==> config.mk <==
export PLATFORM = sky130hd
export DESIGN_NAME = nt_subckt_eval_sched_flat
export DESIGN_NICKNAME = d
export VERILOG_FILES = /design/src/rtl/nt_subckt_eval_sched_if.sv /design/src/rtl/nt_subckt_eval_sched.sv /design/src/flat_wrapper.sv
export SDC_FILE = /design/constraint.sdc
export NUM_CORES = 1
export LEC_CHECK = 0
export ABC_AREA = 1
export CAP_MARGIN = 30
export CORE_MARGIN = 2
export CORE_UTILIZATION = 46
export DETAILED_ROUTE_END_ITERATION = 10
export HOLD_SLACK_MARGIN = 0.03
export PLACE_DENSITY = 0.89
export SLEW_MARGIN = 20
export SYNTH_ARGS = -nofsm -noshare
export SYNTH_HDL_FRONTEND = slang
export SYNTH_SLANG_ARGS = --single-unit
==> constraint.sdc <==
create_clock -name I1470 -period 2.71 [get_ports I1470]
set_clock_uncertainty 0.15 [all_clocks]
set_input_delay 0.271 -clock I1470 [delete_from_list [all_inputs] [get_ports I1470]]
set_output_delay 0.271 -clock I1470 [all_outputs]
set_load 0.05 [all_outputs]
==> src/rtl/nt_subckt_eval_sched_if.sv <==
// Request, subcircuit and response signals of nt_subckt_eval_sched.
// The NT_SCHED_CHECK_EN macro adds the expected-bit and mismatch signals.
interface nt_subckt_eval_sched_if #(
  parameter int NREQ  = 4,
  parameter int VEC_W = 5,
  parameter int IDW   = 2
);
  logic [NREQ-1:0]       req_valid;
  logic [NREQ*VEC_W-1:0] req_vec;
  logic [NREQ-1:0]       req_ready;
  logic [VEC_W-1:0]      dp_vec;
  logic                  dp_valid;
  logic                  dp_out;
  logic                  resp_valid;
  logic [IDW-1:0]        resp_id;
  logic                  resp_bit;
`ifdef NT_SCHED_CHECK_EN
  logic [NREQ-1:0]       req_exp;
  logic                  resp_mismatch;
  logic [7:0]            mismatch_cnt;

  modport master (
    output req_valid, req_vec, dp_out, req_exp,
    input  req_ready, dp_vec, dp_valid, resp_valid, resp_id, resp_bit,
    input  resp_mismatch, mismatch_cnt
  );
  modport slave (
    input  req_valid, req_vec, dp_out, req_exp,
    output req_ready, dp_vec, dp_valid, resp_valid, resp_id, resp_bit,
    output resp_mismatch, mismatch_cnt
  );
`else
  modport master (
    output req_valid, req_vec, dp_out,
    input  req_ready, dp_vec, dp_valid, resp_valid, resp_id, resp_bit
  );
  modport slave (
    input  req_valid, req_vec, dp_out,
    output req_ready, dp_vec, dp_valid, resp_valid, resp_id, resp_bit
  );
`endif
endinterface

==> src/rtl/nt_subckt_eval_sched.sv <==
// Round-robin scheduler sharing one pipelined subcircuit between NREQ requesters.
// Optional expected-bit checking is built when NT_SCHED_CHECK_EN is defined.
module nt_subckt_eval_sched #(
  parameter int NREQ  = 4,
  parameter int VEC_W = 5,
  parameter int LAT   = 2,
  parameter int IDW   = 2
) (
  input  logic                   I1470,
  input  logic                   I1477,
  input  logic                   en,
  input  logic                   stop,
  nt_subckt_eval_sched_if.slave  bus,
  output logic                   busy,
  output logic [1:0]             state
);

  typedef enum logic [1:0] {
    ST_IDLE  = 2'b00,
    ST_RUN   = 2'b01,
    ST_DRAIN = 2'b10
  } state_e;

  state_e                  state_q, state_d;
  logic [IDW-1:0]          rr_ptr_q, rr_ptr_d;
  logic [NREQ-1:0]         grant_s;
  logic [IDW-1:0]          gidx_s;
  logic [IDW-1:0]          idx_s;
  logic [IDW:0]            sum_s;
  logic                    hit_s;
  logic                    xfer_s;
  logic [VEC_W-1:0]        vec_sel_s;
  logic [VEC_W-1:0]        dp_vec_q, dp_vec_d;
  logic                    dp_valid_q, dp_valid_d;
  logic [LAT-1:0]          slot_v_q, slot_v_d;
  logic [LAT-1:0][IDW-1:0] slot_id_q, slot_id_d;
  logic                    resp_valid_q, resp_valid_d;
  logic [IDW-1:0]          resp_id_q, resp_id_d;
  logic                    resp_bit_q, resp_bit_d;
  logic                    busy_q, busy_d;

  // Search starts one past the last winner so every requester gets a turn.
  always_comb begin
    grant_s = '0;
    gidx_s  = '0;
    idx_s   = '0;
    sum_s   = '0;
    hit_s   = 1'b0;
    xfer_s  = 1'b0;
    if (state_q == ST_RUN) begin
      for (int k = 1; k <= NREQ; k++) begin
        sum_s = {1'b0, rr_ptr_q} + (IDW+1)'(k);
        sum_s = (sum_s >= (IDW+1)'(NREQ)) ? (sum_s - (IDW+1)'(NREQ)) : sum_s;
        idx_s = sum_s[IDW-1:0];
        hit_s = ~xfer_s & bus.req_valid[idx_s];
        if (hit_s) begin
          grant_s[idx_s] = 1'b1;
          gidx_s         = idx_s;
          xfer_s         = 1'b1;
        end else begin
          gidx_s = gidx_s;
        end
      end
    end else begin
      xfer_s = 1'b0;
    end
  end

  always_comb begin
    vec_sel_s = '0;
    for (int i = 0; i < NREQ; i++) begin
      vec_sel_s = vec_sel_s | ({VEC_W{grant_s[i]}} & bus.req_vec[i*VEC_W +: VEC_W]);
    end
  end

  always_comb begin
    state_d = state_q;
    case (state_q)
      ST_IDLE:  state_d = (en && !stop) ? ST_RUN : ST_IDLE;
      ST_RUN:   state_d = stop ? ST_DRAIN : ST_RUN;
      ST_DRAIN: state_d = ((slot_v_q == '0) && !dp_valid_q) ? ST_IDLE : ST_DRAIN;
      default:  state_d = ST_IDLE;
    endcase
  end

  // Slot k holds the ID issued k edges ago; the last slot feeds the response.
  always_comb begin
    rr_ptr_d     = xfer_s ? gidx_s : rr_ptr_q;
    dp_valid_d   = xfer_s;
    dp_vec_d     = xfer_s ? vec_sel_s : dp_vec_q;
    slot_v_d     = slot_v_q;
    slot_id_d    = slot_id_q;
    slot_v_d[0]  = xfer_s;
    slot_id_d[0] = gidx_s;
    for (int k = 1; k < LAT; k++) begin
      slot_v_d[k]  = slot_v_q[k-1];
      slot_id_d[k] = slot_id_q[k-1];
    end
    resp_valid_d = slot_v_q[LAT-1];
    resp_id_d    = slot_v_q[LAT-1] ? slot_id_q[LAT-1] : resp_id_q;
    resp_bit_d   = slot_v_q[LAT-1] ? bus.dp_out : resp_bit_q;
    busy_d       = (state_q != ST_IDLE) | (|slot_v_q) | dp_valid_q;
  end

  always_ff @(posedge I1470 or posedge I1477) begin
    if (I1477) begin
      state_q      <= ST_IDLE;
      rr_ptr_q     <= IDW'(NREQ-1);
      dp_vec_q     <= '0;
      dp_valid_q   <= 1'b0;
      slot_v_q     <= '0;
      slot_id_q    <= '0;
      resp_valid_q <= 1'b0;
      resp_id_q    <= '0;
      resp_bit_q   <= 1'b0;
      busy_q       <= 1'b0;
    end else begin
      state_q      <= state_d;
      rr_ptr_q     <= rr_ptr_d;
      dp_vec_q     <= dp_vec_d;
      dp_valid_q   <= dp_valid_d;
      slot_v_q     <= slot_v_d;
      slot_id_q    <= slot_id_d;
      resp_valid_q <= resp_valid_d;
      resp_id_q    <= resp_id_d;
      resp_bit_q   <= resp_bit_d;
      busy_q       <= busy_d;
    end
  end

`ifdef NT_SCHED_CHECK_EN
  logic           exp_sel_s;
  logic [LAT-1:0] slot_exp_q, slot_exp_d;
  logic           mismatch_q, mismatch_d;
  logic [7:0]     cnt_q, cnt_d;

  // Expected bit travels beside the ID; the counter saturates rather than wraps.
  always_comb begin
    exp_sel_s     = |(grant_s & bus.req_exp);
    slot_exp_d    = slot_exp_q;
    slot_exp_d[0] = exp_sel_s;
    for (int k = 1; k < LAT; k++) begin
      slot_exp_d[k] = slot_exp_q[k-1];
    end
    mismatch_d = slot_v_q[LAT-1] & (bus.dp_out ^ slot_exp_q[LAT-1]);
    cnt_d      = (mismatch_d && (cnt_q != 8'hFF)) ? (cnt_q + 8'd1) : cnt_q;
  end

  always_ff @(posedge I1470 or posedge I1477) begin
    if (I1477) begin
      slot_exp_q <= '0;
      mismatch_q <= 1'b0;
      cnt_q      <= 8'd0;
    end else begin
      slot_exp_q <= slot_exp_d;
      mismatch_q <= mismatch_d;
      cnt_q      <= cnt_d;
    end
  end

  assign bus.resp_mismatch = mismatch_q;
  assign bus.mismatch_cnt  = cnt_q;
`endif

  assign bus.req_ready  = grant_s;
  assign bus.dp_vec     = dp_vec_q;
  assign bus.dp_valid   = dp_valid_q;
  assign bus.resp_valid = resp_valid_q;
  assign bus.resp_id    = resp_id_q;
  assign bus.resp_bit   = resp_bit_q;
  assign busy           = busy_q;
  assign state          = state_q;

endmodule

==> src/flat_wrapper.sv <==
// flat-port wrapper written by rule: the top's interface ports become plain ports
module nt_subckt_eval_sched_flat 
#(
  parameter int NREQ  = 4,
  parameter int VEC_W = 5,
  parameter int LAT   = 2,
  parameter int IDW   = 2
)
  (I1470, I1477, en, stop, busy, state, bus_req_valid, bus_req_vec, bus_dp_out, bus_req_ready, bus_dp_vec, bus_dp_valid, bus_resp_valid, bus_resp_id, bus_resp_bit);
  nt_subckt_eval_sched_if #(.NREQ(NREQ), .VEC_W(VEC_W), .IDW(IDW)) bus_i ();
  input  logic I1470;
  input  logic I1477;
  input  logic en;
  input  logic stop;
  output logic busy;
  output logic [1:0] state;
  input wire logic [$bits(bus_i.req_valid)-1:0] bus_req_valid;
  input wire logic [$bits(bus_i.req_vec)-1:0] bus_req_vec;
  input wire logic [$bits(bus_i.dp_out)-1:0] bus_dp_out;
  output wire logic [$bits(bus_i.req_ready)-1:0] bus_req_ready;
  output wire logic [$bits(bus_i.dp_vec)-1:0] bus_dp_vec;
  output wire logic [$bits(bus_i.dp_valid)-1:0] bus_dp_valid;
  output wire logic [$bits(bus_i.resp_valid)-1:0] bus_resp_valid;
  output wire logic [$bits(bus_i.resp_id)-1:0] bus_resp_id;
  output wire logic [$bits(bus_i.resp_bit)-1:0] bus_resp_bit;
  assign bus_i.req_valid = bus_req_valid;
  assign bus_i.req_vec = bus_req_vec;
  assign bus_i.dp_out = bus_dp_out;
  assign bus_req_ready = bus_i.req_ready;
  assign bus_dp_vec = bus_i.dp_vec;
  assign bus_dp_valid = bus_i.dp_valid;
  assign bus_resp_valid = bus_i.resp_valid;
  assign bus_resp_id = bus_i.resp_id;
  assign bus_resp_bit = bus_i.resp_bit;
  nt_subckt_eval_sched #(.NREQ(NREQ), .VEC_W(VEC_W), .LAT(LAT), .IDW(IDW)) u_core (.I1470(I1470), .I1477(I1477), .en(en), .stop(stop), .bus(bus_i), .busy(busy), .state(state));
endmodule
==> impl_results.md <==
* Element type at the critical path end: output pin
* Worst setup path endpoint: bus_req_ready[0]
* Root Buffer: clkbuf_4
* Vias in the first global route at between 1,000 and 1,500
* Commonest non-fill, non-tap cell in the layout: nand2_1
* Critical path cell sequence: clkinv_4 -> ha_4 -> inv_4 -> nand3_4 -> nand2_4 -> nor2_8 -> buf_6 -> nand4_1 -> nand3_2 -> nand2_2 -> inv_2 -> buf_12
* Crit. path cell count at 12
* P&R area growth vs syn at 53.5%
* H-tree depth at 1
* IO Count at between 40 and 50
* Failing checks: DRC
* Via count at about 1,400
* Synth cell types at 27
* Syn_nets at around 210
* Fin crit share at 0.984
* RSZ-0062 raised after global routing: yes
* Antenna Nets Post-Route at 0
* Critical path startpoint: u_core.rr_ptr_q[0]
* Worst r2r dst: u_core.rr_ptr_q[0]
* Final Wtd Congestion at between 0.8 and 0.9
* Average wire per cell in the routed design at ~13 µm
* Tmin final at about 2.7 ns
* Seq cells post-synth at 20
* Initial Util at 0.493
* Flop2flop setup slack at roughly 0.31 ns
* Largest net degree at the start of global routing at 28
* Top FF cell, synth: dfrtp_1
* Final hold vios at 0
* Hold_sp: u_core.slot_id_d[2]
* Vias per inst at about 5.3
* Warnings, synthesis at 0
* Post-layout nets at roughly 270
* DP HPWL at between 2000 and 3000 µm
* Number of CTS-inserted buffers at 3
* Diode count at 0
* Total GRT Usage at 0.204
* Port bufs at 45
* Slowest CP cell: dfstp_2
* Critical setup path kind: flop to output pin
* DRT Pass-1 Iters at 7
* Synth async-reset ratio at 1.00
* Total length of routed wires at approximately 3500 µm
* Reg clk slew, reported paths at around 0.12 ns
* Post-Syn Area per Cell at 8.05 µm²
* Rel. slew slack at 0.524
* R2R depth at 14
* Sinks on Clock Net at 20
* Std-Cell Rows at 19
* Clk Latency, worst-skew pair at around 0.31 ns
* First-pass GRT wire length at approximately 5500 µm
* CP delay by family, top: simple AND/OR/NAND/NOR gates
* Post-synth EDFFs at 0
* Worst path bufs/invs at 5
* Die area at 3460 µm²
* Final setup viols at 0
* Mapped Area at 1380 µm²
* Die X at 58.9 µm
* 1st-iter DRT viols at 39
* Fmax at approximately 370 MHz
* Clock Path Buffers at 2
* Arr. time, crit path at about 2.3 ns
* Final Max Slew Viols at 0
* DR DRC count at 4
* VDD IR max at about 0.92 mV
* CP Data Required Time at approximately 2.3 ns
* GRT overflow at 0
* Die Ht at between 50 and 60 µm
* # hold bufs at CTS at 0
* Core area at around 2800 µm²
* Hold Path Class: flop to flop
* Setup TNS at 0 ns
* Leakage at around 1.1 nW
* Critical-path maximum fanout at 6
* Fillers at between 200 and 250
* Pwr per Cell Area at ~1400 nW/µm²
* Post-Synthesis Cells at around 170
* Max incr delay on CP at around 0.58 ns
* Maxcap violations at 0
* Seq/Total Area, Yosys at 0.363
* RR Startpoint: u_core.rr_ptr_q[0]
* Initial antenna violation count at 0
* Final std cells w/o fill at 267
* Most frequent cells in the layout: 47 x nand2_1, 41 x clkdlybuf4s50_1, 27 x nand3_1
* Placed Cells incl. Taps at ~250
* Worst Setup Start Kind: flop
* Fraction of layout instances using a drive strength above 1 at 0.267
* TritonCTS clock tree: yes
* Actual slew at the worst max-slew pin at between 0.7 and 0.8 ns
* Outcome: finished with violations
==> worst reg2reg max path, stage by stage (launching register included) <==
cell and delay [ns]:
dfstp_2 0.58, clkinv_4 0.08, ha_4 0.31, nand3_4 0.11, nand2_4 0.12, nor2_8 0.06, buf_6 0.13, buf_4 0.13
buf_4 0.13, nand2_4 0.06, inv_2 0.05, nor2_1 0.11, xor2_1 0.15, nand2_1 0.09, o21ai_1 0.08
==> cells in the mapped netlist, types with 2 or more instances <==
| library cell | n | area [µm²] |
|---|---|---|
| a21boi_0 | 3 | 22.5 |
| a21oi_2 | 3 | 26.3 |
| clkbuf_1 | 2 | 7.51 |
| dfrtp_1 | 18 | 450 |
| dfstp_2 | 2 | 52.6 |
| ha_1 | 8 | 100 |
| inv_1 | 15 | 56.3 |
| inv_2 | 3 | 11.3 |
| mux2_2 | 3 | 33.8 |
| nand2_1 | 48 | 180 |
| nand2_2 | 7 | 43.8 |
| nand2_4 | 2 | 22.5 |
| nand3_1 | 28 | 140 |
| nand3_2 | 5 | 50.1 |
| nand4_1 | 4 | 25.0 |
| nor2_1 | 9 | 33.8 |
| o21ai_1 | 2 | 10.0 |
==> cell type report <==
type	instances	area, µm²	share of cell area
multi-input combinational	132	833	0.392
clock buffer	3	22.5	0.0106
timing repair buffer	62	622	0.293
tap	31	38.8	0.0183
clock inverter	1	30.0	0.0141
sequential	20	503	0.237
inverter	18	75.1	0.0353
==> layer usage <==
| layer | GRT usage | vias to the layer above | routed length (µm) |
|---|---|---|---|
| met5 | 0 | - | 0 |
| met4 | 0.0260 | 0 | 36 |
| met3 | 0.0396 | 6 | 282 |
| met2 | 0.383 | 59 | 1790 |
| met1 | 0.247 | 659 | 1430 |
| li1 | - | 696 | - |
==> how the worst min path moves through the flow <==
stage | cells after the start | endpoint
detailed placement | 0 | u_core.slot_id_q[3]
global route | 0 | u_core.slot_id_q[2]
CTS | 0 | u_core.slot_id_q[2]
global placement | 0 | u_core.slot_id_q[2]
floorplan | 1 | u_core.bus.dp_vec[0]
finish | 0 | u_core.slot_id_q[2]
==> metrics by stage <==
stage / utilization / cell area [µm²] / hold WS (ns) / setup WS [ns] / total power, W
after floorplan: - / 1380 / 0.0833 / 0.157 / 0.00182
after CTS: 0.724 / 2030 / 0.217 / 0.00302 / 0.00272
after global placement: 0.687 / 1930 / 0.182 / 0.262 / 0.00229
final: 0.757 / 2120 / 0.211 / 0.0422 / 0.00297
after detailed placement: 0.687 / 1930 / 0.190 / 0.142 / 0.00234
after global routing: 0.757 / 2120 / 0.226 / -0.0633 / 0.00316
==> logic make-up (layout without fill, tap and decap cells) <==
group | Yosys count | count (layout) | synth area share
AOI/OAI and AO/OA | 12 | 12 | 0.0769
xor gates and xnor gates | 1 | 1 | 0.00633
adders and majority gates | 8 | 8 | 0.0723
buffers and inverters | 20 | 84 | 0.0542
DFF | 20 | 20 | 0.363
muxes | 3 | 3 | 0.0244
and+or+nand+nor | 108 | 108 | 0.402
==> where the power goes <==
| part | switching (W) | internal [W] | total [W] |
|---|---|---|---|
| Sequential | 0.0000642 | 0.000423 | 0.000487 |
| Clock | 0.0000962 | 0.000150 | 0.000246 |
| Combinational | 0.00134 | 0.000897 | 0.00224 |
| Total | 0.00150 | 0.00147 | 0.00297 |
==> sequential cells by signal (all words and copies together) (netlist names) <==
register and cells:
u_core.busy 1, u_core.bus.resp_bit 1, u_core.bus.dp_vec 5, u_core.bus.resp_id 2
u_core.bus.resp_valid 1, u_core.state 2, u_core.rr_ptr_q 2, u_core.slot_v_q 2
u_core.slot_id_d 2, u_core.slot_id_q 2
==> repair_timing <==
item	4_1_cts	5_1_grt
resized for setup	1	14
endpoints found under the hold margin	0	0
pin swaps	2	6
setup buffers	5	9
setup endpoints to repair	4	4
(Power assumes the default switching activity.)
==> RTL change (same flow settings) <==
`VEC_W` is set to 5 in 3 places; all go to 10.
--- a/src/rtl/nt_subckt_eval_sched_if.sv
+++ b/src/rtl/nt_subckt_eval_sched_if.sv
@@ -2,7 +2,7 @@
 // The NT_SCHED_CHECK_EN macro adds the expected-bit and mismatch signals.
 interface nt_subckt_eval_sched_if #(
   parameter int NREQ  = 4,
-  parameter int VEC_W = 5,
+  parameter int VEC_W = 10,
   parameter int IDW   = 2
 );
   logic [NREQ-1:0]       req_valid;
--- a/src/rtl/nt_subckt_eval_sched.sv
+++ b/src/rtl/nt_subckt_eval_sched.sv
@@ -2,7 +2,7 @@
 // Optional expected-bit checking is built when NT_SCHED_CHECK_EN is defined.
 module nt_subckt_eval_sched #(
   parameter int NREQ  = 4,
-  parameter int VEC_W = 5,
+  parameter int VEC_W = 10,
   parameter int LAT   = 2,
   parameter int IDW   = 2
 ) (
--- a/src/flat_wrapper.sv
+++ b/src/flat_wrapper.sv
@@ -2,7 +2,7 @@
 module nt_subckt_eval_sched_flat 
 #(
   parameter int NREQ  = 4,
-  parameter int VEC_W = 5,
+  parameter int VEC_W = 10,
   parameter int LAT   = 2,
   parameter int IDW   = 2
 )
Ports: changed (resized bus_dp_vec and bus_req_vec); port bits go from 46 to 71. The function was not compared with the original's and may differ.
==> RTL change against the original RTL <==
Die area up 24%; cell count up 35%; total power up 12%; highest routed layer unchanged; critical path type unchanged; wire length up 38%; area after synthesis up 26%; setup slack better by 0.13 ns; final area up 24%; sequential cell count up 5; largest power group unchanged.
==> RTL change: results (changes against the original RTL) <==
<table>
<tr><th>Metric</th><th>Value</th></tr>
<tr><th colspan="2">Final layout</th></tr>
<tr><td>Clock network contribution to total cell area</td><td>1.90% (was 2.47%)</td></tr>
<tr><td>Max FFs per register</td><td>10 (was 5)</td></tr>
<tr><td>Number of buffers outside the clock class in the layout</td><td>82 (was 62)</td></tr>
<tr><td>Final nets</td><td>371 (was 274)</td></tr>
<tr><td>Synthesis-to-finish area growth</td><td>51.3% (was 53.5%)</td></tr>
<tr><td>Final non-filler cell total</td><td>361 (was 267)</td></tr>
<tr><td>Number of filler instances in the final layout</td><td>312 (was 208)</td></tr>
<tr><td>Multi-input combinational area share</td><td>37.7% (was 39.2%)</td></tr>
<tr><td>Count of inverters not on the clock network in the layout</td><td>19 (was 18)</td></tr>
<tr><td>#MultiIn Comb</td><td>183 (was 132)</td></tr>
<tr><td>Relative area of non-clock buffer cells in the final design</td><td>31.5% (was 29.3%)</td></tr>
<tr><th colspan="2">Place</th></tr>
<tr><td>Count of buffers inserted at the top-level ports</td><td>70 (was 45)</td></tr>
<tr><td>Final RePlAce weighted congestion</td><td>0.971 (was 0.880)</td></tr>
<tr><td>Total instance count after detailed placement</td><td>354 (was 249)</td></tr>
<tr><th colspan="2">Routing</th></tr>
<tr><td>Drt first-iter violations</td><td>89 (was 39)</td></tr>
<tr><td>DR WL met2</td><td>2310 um (was 1790 um)</td></tr>
<tr><td>Met1 Routed Length</td><td>2080 um (was 1430 um)</td></tr>
<tr><td>Length of routed met3 wiring</td><td>347 um (was 282 um)</td></tr>
<tr><th colspan="2">Clocking</th></tr>
<tr><td>Number of instances resized during post-cts repair</td><td>4 (was 1)</td></tr>
<tr><th colspan="2">Yosys</th></tr>
<tr><td>Most frequent cells after synthesis</td><td>82 x nand2_1, 48 x nand3_1, 23 x dfrtp_1 (was 48 x nand2_1, 28 x nand3_1, 18 x dfrtp_1)</td></tr>
<tr><th colspan="2">Global routing</th></tr>
<tr><td>M3 GR Usage</td><td>4.45% (was 3.96%)</td></tr>
<tr><td>Via count of the first global-routing pass</td><td>1831 (was 1301)</td></tr>
<tr><td>Largest net degree at the start of global routing</td><td>26 (was 28)</td></tr>
<tr><td>Wire length of the first global-routing pass</td><td>8110 um (was 5500 um)</td></tr>
<tr><td>Met2 Use GR</td><td>41.6% (was 38.3%)</td></tr>
<tr><th colspan="2">Power and ir drop</th></tr>
<tr><td>Flop pwr share</td><td>19.0% (was 16.4%)</td></tr>
<tr><th colspan="2">Run status</th></tr>
<tr><td>Run status</td><td>complete, no violations (was finished, violations left)</td></tr>
</table>
==> RTL change: changes by cell type after synthesis, sizes merged, moves of 2 or more <==
cell	before	now
mux2	3	0
nand2	57	85
buf	0	9
a21oi	3	5
dfrtp	18	23
nand3	34	54
nor2	11	14
==> RTL change: path summary, 6_finish.rpt <==
| kind | from | to | depth (start not counted) |
|---|---|---|---|
| max reg2reg | u_core.rr_ptr_q[0] | u_core.bus.dp_vec[1] | 13 |
| max in group asynchronous | I1477 | u_core.rr_ptr_q[0] | 3 |
| max | u_core.rr_ptr_q[0] | bus_req_ready[1] | 11 |
| min | I1477 | u_core.bus.resp_id[1] | 3 |
| min reg2reg | u_core.slot_id_d[3] | u_core.slot_id_q[3] | 0 |
| min in group I1470 | u_core.slot_id_d[3] | u_core.slot_id_q[3] | 0 |
==> RTL change: worst min-delay path, delay by kind of cell <==
family | cells | cell delay, ns
buffers and inverters | 3 | 0.76
